--- src/rtl/uart_core.sv ---
// ---------------------------------------------------------------------------
// uart_core: full-duplex UART. TX and RX share one oversampling tick.
//
// Parameters
//   CLK_HZ, BAUD, OVERSAMPLE (8 or 16), DATA_BITS (5..9),
//   PARITY (0 none, 1 even, 2 odd), STOP_BITS (1 or 2, TX only)
//
// Ports
//   clk            rising-edge clock
//   n_reset        synchronous, active-low reset
//   tx_data/valid  word to send, accepted when tx_valid && tx_ready
//   tx_ready       high only while the transmitter is idle
//   tx_pin         serial output, idles high
//   rx_pin         asynchronous serial input
//   rx_data        last received word
//   rx_valid       rx_data holds a word not yet taken (rx_ready)
//   rx_ready       consumer takes rx_data while rx_valid is high
//   rx_parity_err  parity mismatch on the word in rx_data
//   rx_frame_err   stop bit sampled low on the word in rx_data
//   rx_overrun     a frame was dropped because rx_data was still unread
// ---------------------------------------------------------------------------
module uart_core #(
  parameter int CLK_HZ     = 50000000,
  parameter int BAUD       = 115200,
  parameter int OVERSAMPLE = 16,
  parameter int DATA_BITS  = 8,
  parameter int PARITY     = 0,
  parameter int STOP_BITS  = 1
) (
  input  logic                 clk,
  input  logic                 n_reset,
  input  logic [DATA_BITS-1:0] tx_data,
  input  logic                 tx_valid,
  output logic                 tx_ready,
  output logic                 tx_pin,
  input  logic                 rx_pin,
  output logic [DATA_BITS-1:0] rx_data,
  output logic                 rx_valid,
  input  logic                 rx_ready,
  output logic                 rx_parity_err,
  output logic                 rx_frame_err,
  output logic                 rx_overrun
);

  localparam int DIV   = (CLK_HZ / (BAUD * OVERSAMPLE) < 1) ? 1 : CLK_HZ / (BAUD * OVERSAMPLE);
  localparam int DIV_W = (DIV > 1) ? $clog2(DIV) : 1;
  localparam int OS_W  = $clog2(OVERSAMPLE);
  localparam int BI_W  = $clog2(DATA_BITS);

  localparam logic [OS_W-1:0] OS_LAST  = OS_W'(OVERSAMPLE - 1);
  localparam logic [OS_W-1:0] S_LO     = OS_W'(OVERSAMPLE / 2 - 1);
  localparam logic [OS_W-1:0] S_MID    = OS_W'(OVERSAMPLE / 2);
  localparam logic [OS_W-1:0] S_HI     = OS_W'(OVERSAMPLE / 2 + 1);
  localparam logic [BI_W-1:0] BIT_LAST = BI_W'(DATA_BITS - 1);
  localparam logic            STOP_LAST = 1'(STOP_BITS - 1);
  localparam logic            PAR_ODD  = (PARITY == 2);

  typedef enum logic [2:0] {TX_IDLE, TX_START, TX_DATA, TX_PARITY, TX_STOP} tx_state_e;
  typedef enum logic [2:0] {RX_IDLE, RX_START, RX_DATA, RX_PARITY, RX_STOP} rx_state_e;

  // ---------------- shared oversampling tick ----------------
  logic [DIV_W-1:0] div_cnt_q;
  logic             tick;

  assign tick = (div_cnt_q == DIV_W'(DIV - 1));

  // NOTE: sequential state uses non-blocking assignments so every register
  // sees the pre-edge value of every other register.
  always_ff @(posedge clk) begin
    if (!n_reset)  div_cnt_q <= '0;
    else if (tick) div_cnt_q <= '0;
    else           div_cnt_q <= div_cnt_q + DIV_W'(1);
  end

  // ---------------- transmitter ----------------
  tx_state_e               tx_state_q;
  logic [OS_W-1:0]         tx_cnt_q;
  logic [BI_W-1:0]         tx_bit_q;
  logic                    tx_stop_q;
  logic [DATA_BITS-1:0]    tx_shift_q;
  logic                    tx_par_q;
  logic                    tx_pin_q;
  logic                    tx_ready_q;
  logic                    tx_bit_end;

  assign tx_bit_end = tick && (tx_cnt_q == OS_LAST);

  always_ff @(posedge clk) begin
    if (!n_reset) begin
      tx_state_q <= TX_IDLE;
      tx_cnt_q   <= '0;
      tx_bit_q   <= '0;
      tx_stop_q  <= 1'b0;
      tx_shift_q <= '0;
      tx_par_q   <= 1'b0;
      tx_pin_q   <= 1'b1;
      tx_ready_q <= 1'b1;
    end else begin
      if (tx_state_q != TX_IDLE && tick)
        tx_cnt_q <= tx_bit_end ? '0 : tx_cnt_q + OS_W'(1);
      case (tx_state_q)
        TX_IDLE: begin
          if (tx_valid && tx_ready_q) begin
            // Word and its parity are frozen here; tx_data may change freely.
            tx_shift_q <= tx_data;
            tx_par_q   <= (^tx_data) ^ PAR_ODD;
            tx_cnt_q   <= '0;
            tx_bit_q   <= '0;
            tx_stop_q  <= 1'b0;
            tx_pin_q   <= 1'b0;
            tx_ready_q <= 1'b0;
            tx_state_q <= TX_START;
          end
        end
        TX_START: begin
          if (tx_bit_end) begin
            tx_pin_q   <= tx_shift_q[0];
            tx_state_q <= TX_DATA;
          end
        end
        TX_DATA: begin
          if (tx_bit_end) begin
            if (tx_bit_q == BIT_LAST) begin
              if (PARITY != 0) begin
                tx_pin_q   <= tx_par_q;
                tx_state_q <= TX_PARITY;
              end else begin
                tx_pin_q   <= 1'b1;
                tx_state_q <= TX_STOP;
              end
            end else begin
              tx_bit_q   <= tx_bit_q + BI_W'(1);
              tx_pin_q   <= tx_shift_q[1];
              tx_shift_q <= tx_shift_q >> 1;
            end
          end
        end
        TX_PARITY: begin
          if (tx_bit_end) begin
            tx_pin_q   <= 1'b1;
            tx_state_q <= TX_STOP;
          end
        end
        TX_STOP: begin
          if (tx_bit_end) begin
            if (tx_stop_q == STOP_LAST) begin
              tx_ready_q <= 1'b1;
              tx_state_q <= TX_IDLE;
            end else begin
              tx_stop_q <= 1'b1;
            end
          end
        end
        default: tx_state_q <= TX_IDLE;
      endcase
    end
  end

  assign tx_pin   = tx_pin_q;
  assign tx_ready = tx_ready_q;

  // ---------------- receiver ----------------
  // NOTE: rx_pin is asynchronous, so nothing reads it except this 2-flop
  // synchroniser; it resets to idle-high so reset never looks like a start bit.
  logic [1:0] rx_sync_q;
  logic       rx_s;

  always_ff @(posedge clk) begin
    if (!n_reset) rx_sync_q <= 2'b11;
    else          rx_sync_q <= {rx_sync_q[0], rx_pin};
  end
  assign rx_s = rx_sync_q[1];

  rx_state_e               rx_state_q;
  logic [OS_W-1:0]         rx_cnt_q;
  logic [1:0]              rx_ones_q;   // high votes among the first two samples
  logic [BI_W-1:0]         rx_bit_q;
  logic [DATA_BITS-1:0]    rx_shift_q;
  logic                    rx_par_q;
  logic [DATA_BITS-1:0]    rx_data_q;
  logic                    rx_valid_q;
  logic                    rx_perr_q;
  logic                    rx_ferr_q;
  logic                    rx_ovr_q;
  logic                    rx_maj;
  logic                    rx_sample_hi;
  logic                    rx_bit_end;
  logic                    rx_done;
  logic                    rx_take;

  // Majority of three: the third sample is the live one at S_HI.
  assign rx_maj       = rx_ones_q[1] | (rx_ones_q[0] & rx_s);
  assign rx_sample_hi = tick && (rx_cnt_q == S_HI);
  assign rx_bit_end   = tick && (rx_cnt_q == OS_LAST);
  assign rx_done      = (rx_state_q == RX_STOP) && rx_sample_hi;
  assign rx_take      = rx_valid_q && rx_ready;

  always_ff @(posedge clk) begin
    if (!n_reset) begin
      rx_state_q <= RX_IDLE;
      rx_cnt_q   <= '0;
      rx_ones_q  <= '0;
      rx_bit_q   <= '0;
      rx_shift_q <= '0;
      rx_par_q   <= 1'b0;
      rx_data_q  <= '0;
      rx_valid_q <= 1'b0;
      rx_perr_q  <= 1'b0;
      rx_ferr_q  <= 1'b0;
      rx_ovr_q   <= 1'b0;
    end else begin
      if (rx_state_q != RX_IDLE && tick) begin
        rx_cnt_q <= rx_bit_end ? '0 : rx_cnt_q + OS_W'(1);
        if (rx_bit_end)
          rx_ones_q <= '0;
        else if ((rx_cnt_q == S_LO || rx_cnt_q == S_MID) && rx_s)
          rx_ones_q <= rx_ones_q + 2'(1);
      end

      case (rx_state_q)
        RX_IDLE: begin
          // The detecting tick counts as tick 0 of the start bit.
          if (tick && !rx_s) begin
            rx_cnt_q   <= OS_W'(1);
            rx_ones_q  <= '0;
            rx_bit_q   <= '0;
            rx_state_q <= RX_START;
          end
        end
        RX_START: begin
          if (rx_sample_hi && rx_maj) rx_state_q <= RX_IDLE;  // glitch
          else if (rx_bit_end)        rx_state_q <= RX_DATA;
        end
        RX_DATA: begin
          if (rx_sample_hi) rx_shift_q <= {rx_maj, rx_shift_q[DATA_BITS-1:1]};
          if (rx_bit_end) begin
            if (rx_bit_q == BIT_LAST) rx_state_q <= (PARITY != 0) ? RX_PARITY : RX_STOP;
            else                      rx_bit_q   <= rx_bit_q + BI_W'(1);
          end
        end
        RX_PARITY: begin
          if (rx_sample_hi) rx_par_q   <= rx_maj;
          if (rx_bit_end)   rx_state_q <= RX_STOP;
        end
        RX_STOP: begin
          // Leave right after the stop-bit vote so a following start edge is seen.
          if (rx_sample_hi) rx_state_q <= RX_IDLE;
        end
        default: rx_state_q <= RX_IDLE;
      endcase

      // A frame finishing on the same cycle the old word is taken still lands.
      if (rx_done && (!rx_valid_q || rx_take)) begin
        rx_data_q  <= rx_shift_q;
        rx_perr_q  <= (PARITY != 0) && (rx_par_q != ((^rx_shift_q) ^ PAR_ODD));
        rx_ferr_q  <= !rx_maj;
        rx_valid_q <= 1'b1;
        rx_ovr_q   <= 1'b0;
      end else if (rx_done) begin
        rx_ovr_q <= 1'b1;
      end else if (rx_take) begin
        rx_valid_q <= 1'b0;
        rx_ovr_q   <= 1'b0;
      end
    end
  end

  assign rx_data       = rx_data_q;
  assign rx_valid      = rx_valid_q;
  assign rx_parity_err = rx_perr_q;
  assign rx_frame_err  = rx_ferr_q;
  assign rx_overrun    = rx_ovr_q;

endmodule

--- config.mk ---
export PLATFORM = sky130hd
export DESIGN_NAME = uart_core
export DESIGN_NICKNAME = d
export VERILOG_FILES = /design/src/rtl/uart_core.sv
export SDC_FILE = /design/constraint.sdc
export NUM_CORES = 1
export LEC_CHECK = 0
export BUFFER_PORTS_ARGS = -buffer_cell sky130_fd_sc_hd__buf_2
export CORE_ASPECT_RATIO = 0.9
export CORE_MARGIN = 2
export CORE_UTILIZATION = 33
export DETAILED_ROUTE_END_ITERATION = 8
export GPL_TIMING_DRIVEN = 1
export SLEW_MARGIN = 40
export SYNTH_ARGS = -nofsm -noshare
export SYNTH_HDL_FRONTEND = slang
export SYNTH_SLANG_ARGS = --single-unit
--- constraint.sdc ---
create_clock -name clk -period 1.74 [get_ports clk]
set_input_delay 0.174 -clock clk [delete_from_list [all_inputs] [get_ports clk]]
set_output_delay 0.174 -clock clk [all_outputs]
set_load 0.1 [all_outputs]
==> results.md <==
- Outcome: finished, violations left
- Failing checks: setup timing
- CTS tree: yes
- Avg WL per Cell: 12.7 microns
- Synth top area cells: dfxtp_1, mux2i_1, nor2_1
- Clk pwr share: 44.0%
- Sequential share of power: 43.6%
- Commonest cells after routing, fill and taps aside: dfxtp_1, nor2_1, mux2i_1, buf_4, buf_2
- Die Y: 88.9 microns
- R2R setup slack: -20 ps
- Starting Density: 34.5%
- Initial antenna violation count: 0
- Clock-pin slew on the worst setup and hold paths: 70 ps
- DR pass1 iterations: 4
- Setup Crit Path Kind: reg -> reg
- Register area share after synthesis: 44.0%
- RSZ-0062 raised after global routing: yes
- Asr flop ratio synth: 0%
- Warnings, synthesis: 0
- Ys flop type: dfxtp_1
- ANT nets after route: 0
- Later-pin clock latency in the skew report: 340 ps
- Crit-path cells: inv_2, ha_4, and4b_2, buf_6, nand4b_1, a22oi_2, buf_12, nor2_1, a211oi_2
- Clock Tree Buf Depth: 2
- # IOs: 27
- CP startpoint kind: flip-flop
- Routed wire length: 5750 microns
- Post-Syn Instances: 295
- CTS Buf Count: 9
- Leakage power: 1.41 nW
- Cell area after synthesis: 2640 sq um
- Detailed Place HPWL: 4040 microns
- Initial DRC count: 92
- Via count: 2243
- VDD IR-drop max: 0.553 mV
- Final-report max-slew violation count: 0
- Hold Crit Class: in -> reg
- I/O Buffers: 25
- N_diodes: 0
- CTS root buffer: clkbuf_8
- Netlist cell types: 46
- Pre-CTS setup slack: -68.4 ps
- Yosys top cell by area: dfxtp_1
- Most common cell after layout, fill and taps aside: dfxtp_1
- FMAX: 570 MHz
- Critical R2R Capture: tx_shift_q[6]$_SDFFE_PN0P_
- Post-synth EDFFs: 0
- # H-tree levels: 3
- HP Start: rx_pin
- Die area: 8740 sq um
- DRC viols: 0
- Crit path required time: 2010 ps
- Combinational Power Share: 12.4%
- CTS sink cnt: 58
- NetSw: 850 uW
- Setup violations, final: 6
- Slowest stage delay, CP: 320 ps
- R2R depth: 9
- Core Region: 7660 sq um
- DR vias/cell: 4.96
- Area Growth Syn to Fin: 30.3%
- CTS Hold Buffers Added: 0
- Share of cells above drive strength 1: 28.4%
- RD Place Congestion: 0.761
- Wire length of the first global-routing pass: 9730 microns
- CP max-delay cell: dfxtp_2
- Max-Cap Viols: 0
- Final worst-path setup slack: -15.2 ps
- Final hold vios: 0
- Vias in the first global route: 2075
- Gr ovfl total: 0
- Sw Share: 26.6%
- Row Count: 30
- CP max FO: 14
- Number of synthesized register bits: 58
- Die W: 98.3 microns
- Arr. time, crit path: 2020 ps
- Top-area cell type share of the netlist area: 44.0%
- Period utilization: 101%
- Post-layout util: 44.9%
- Tmin final: 1760 ps
- Nets: 374
- Gr usage total: 14.1%
- Syn Nets: 318
- Clock skew: 7.66 ps
- Cell-internal power: 2.35 mW
- Pwr/cell area: 931 nW/um^2
- Crit path capture type: flip-flop
- Worst hold stages: 2
- Syn avg cell area: 8.95 sq um
- Reg2Reg Launch Point: div_cnt_q[0]$_SDFF_PP0_
- Largest net degree at the start of global routing: 17
- Hold endpoint: rx_sync_q[0]$_SDFF_PN1_
-- flip-flops by register name (all words and copies together) (netlist names), 4 cells and up --
name and flops:
div_cnt_q 5, rx_cnt_q 4, rx_data 8, rx_shift_q 8, tx_cnt_q 4, tx_shift_q 8
-- synth_stat cells (all sizes together) (2+ instances only) --
cell,instances
nand3b,5
nor3,5
dfxtp,58
nand4,3
nand3,7
xor2,6
nand2,23
o21ai,14
nor4,3
o22ai,2
nor2,52
inv,6
nand2b,4
a211oi,9
buf,7
mux2i,28
a21oi,16
nand4b,2
a2111oi,2
a32oi,3
clkbuf,6
and3,3
nor4b,2
ha,10
a22oi,2
and4b,2
-- stage by stage --
stage / hold WS [ps] / instances / power [mW] / cell area, sq um / setup TNS (ps)
after floorplan: 275 / 295 / 1.65 / 2680 / 0
after global placement: 369 / 432 / 1.76 / 3100 / 0
after detailed placement: 375 / 432 / 1.77 / 3100 / -130
after CTS: 2.09 / 450 / 3.22 / 3370 / -161
after global routing: 17.9 / 452 / 3.35 / 3440 / -1850
final: 20.7 / 452 / 3.20 / 3440 / -57.9
-- critical path: cells and delay by family (launching register included) --
family,cells,cell delay (ps)
adder cells (fa/ha/maj),1,130
buffers and inverters,3,350
AND/OR/NAND/NOR,3,460
AO/OA/AOI/OAI,2,410
flip-flops,1,320
-- power by group through the flow --
| stage | clock [mW] | sequential [mW] | combinational (mW) |
|---|---|---|---|
| 6_report | 1.41 | 1.40 | 0.398 |
| 5_1_grt | 1.51 | 1.40 | 0.437 |
| 4_1_cts | 1.45 | 1.40 | 0.365 |
| 3_5_place_dp | 0 | 1.43 | 0.343 |
| 3_3_place_gp | 0 | 1.42 | 0.338 |
| 2_1_floorplan | 0 | 1.45 | 0.200 |
-- final cells by class --
type                            instances  area, sq um
Sequential cell                        58         1170
Tap cell                               96          120
Clock buffer                            9          124
Fill cell                             776         4220
Timing Repair Buffer                   58          413
Clock inverter                          7          101
Inverter                                7         26.3
Multi-Input combinational cell        217         1490
-- metal layers --
metal | track usage, % | share of wire (%) | wire length [microns]
met2 | 21.4 | 45 | 2610
met5 | 0 | 0 | 0
met4 | 6.35 | 1.5 | 85
met1 | 18.3 | 50 | 2860
met3 | 4.98 | 3.3 | 190
-- worst max path at each step --
stage | startpoint | to | slack, ps | cells after the start
finish | div_cnt_q[0]$_SDFF_PP0_ | tx_shift_q[6]$_SDFFE_PN0P_ | -20 | 9
floorplan | div_cnt_q[1]$_SDFF_PP0_ | rx_shift_q[0]$_SDFFE_PN0P_ | 6 | 8
global route | div_cnt_q[0]$_SDFF_PP0_ | rx_shift_q[4]$_SDFFE_PN0P_ | -140 | 8
detailed placement | div_cnt_q[1]$_SDFF_PP0_ | rx_state_q[0]$_SDFFE_PN0P_ | -70 | 7
CTS | div_cnt_q[0]$_SDFF_PP0_ | tx_shift_q[6]$_SDFFE_PN0P_ | -40 | 9
global placement | div_cnt_q[0]$_SDFF_PP0_ | rx_shift_q[0]$_SDFFE_PN0P_ | 10 | 8
-- cells by family after synthesis --
family / count (synthesis) / synth area share [%]
xor+xnor: 7 / 2.32
buf+inv: 20 / 3.60
fa+ha+maj: 10 / 4.74
flops: 58 / 44.0
compound gates: 56 / 13.7
mux: 28 / 10.6
simple gates: 115 / 20.9
other cells: 1 / 0.142
-- repair_timing --
action	CTS	global route
setup buffers	2	2
resized for setup	6	16
gates cloned	0	0
setup endpoints to repair	16	28
pin swaps	0	5
Power figures use the tool's default switching activity.
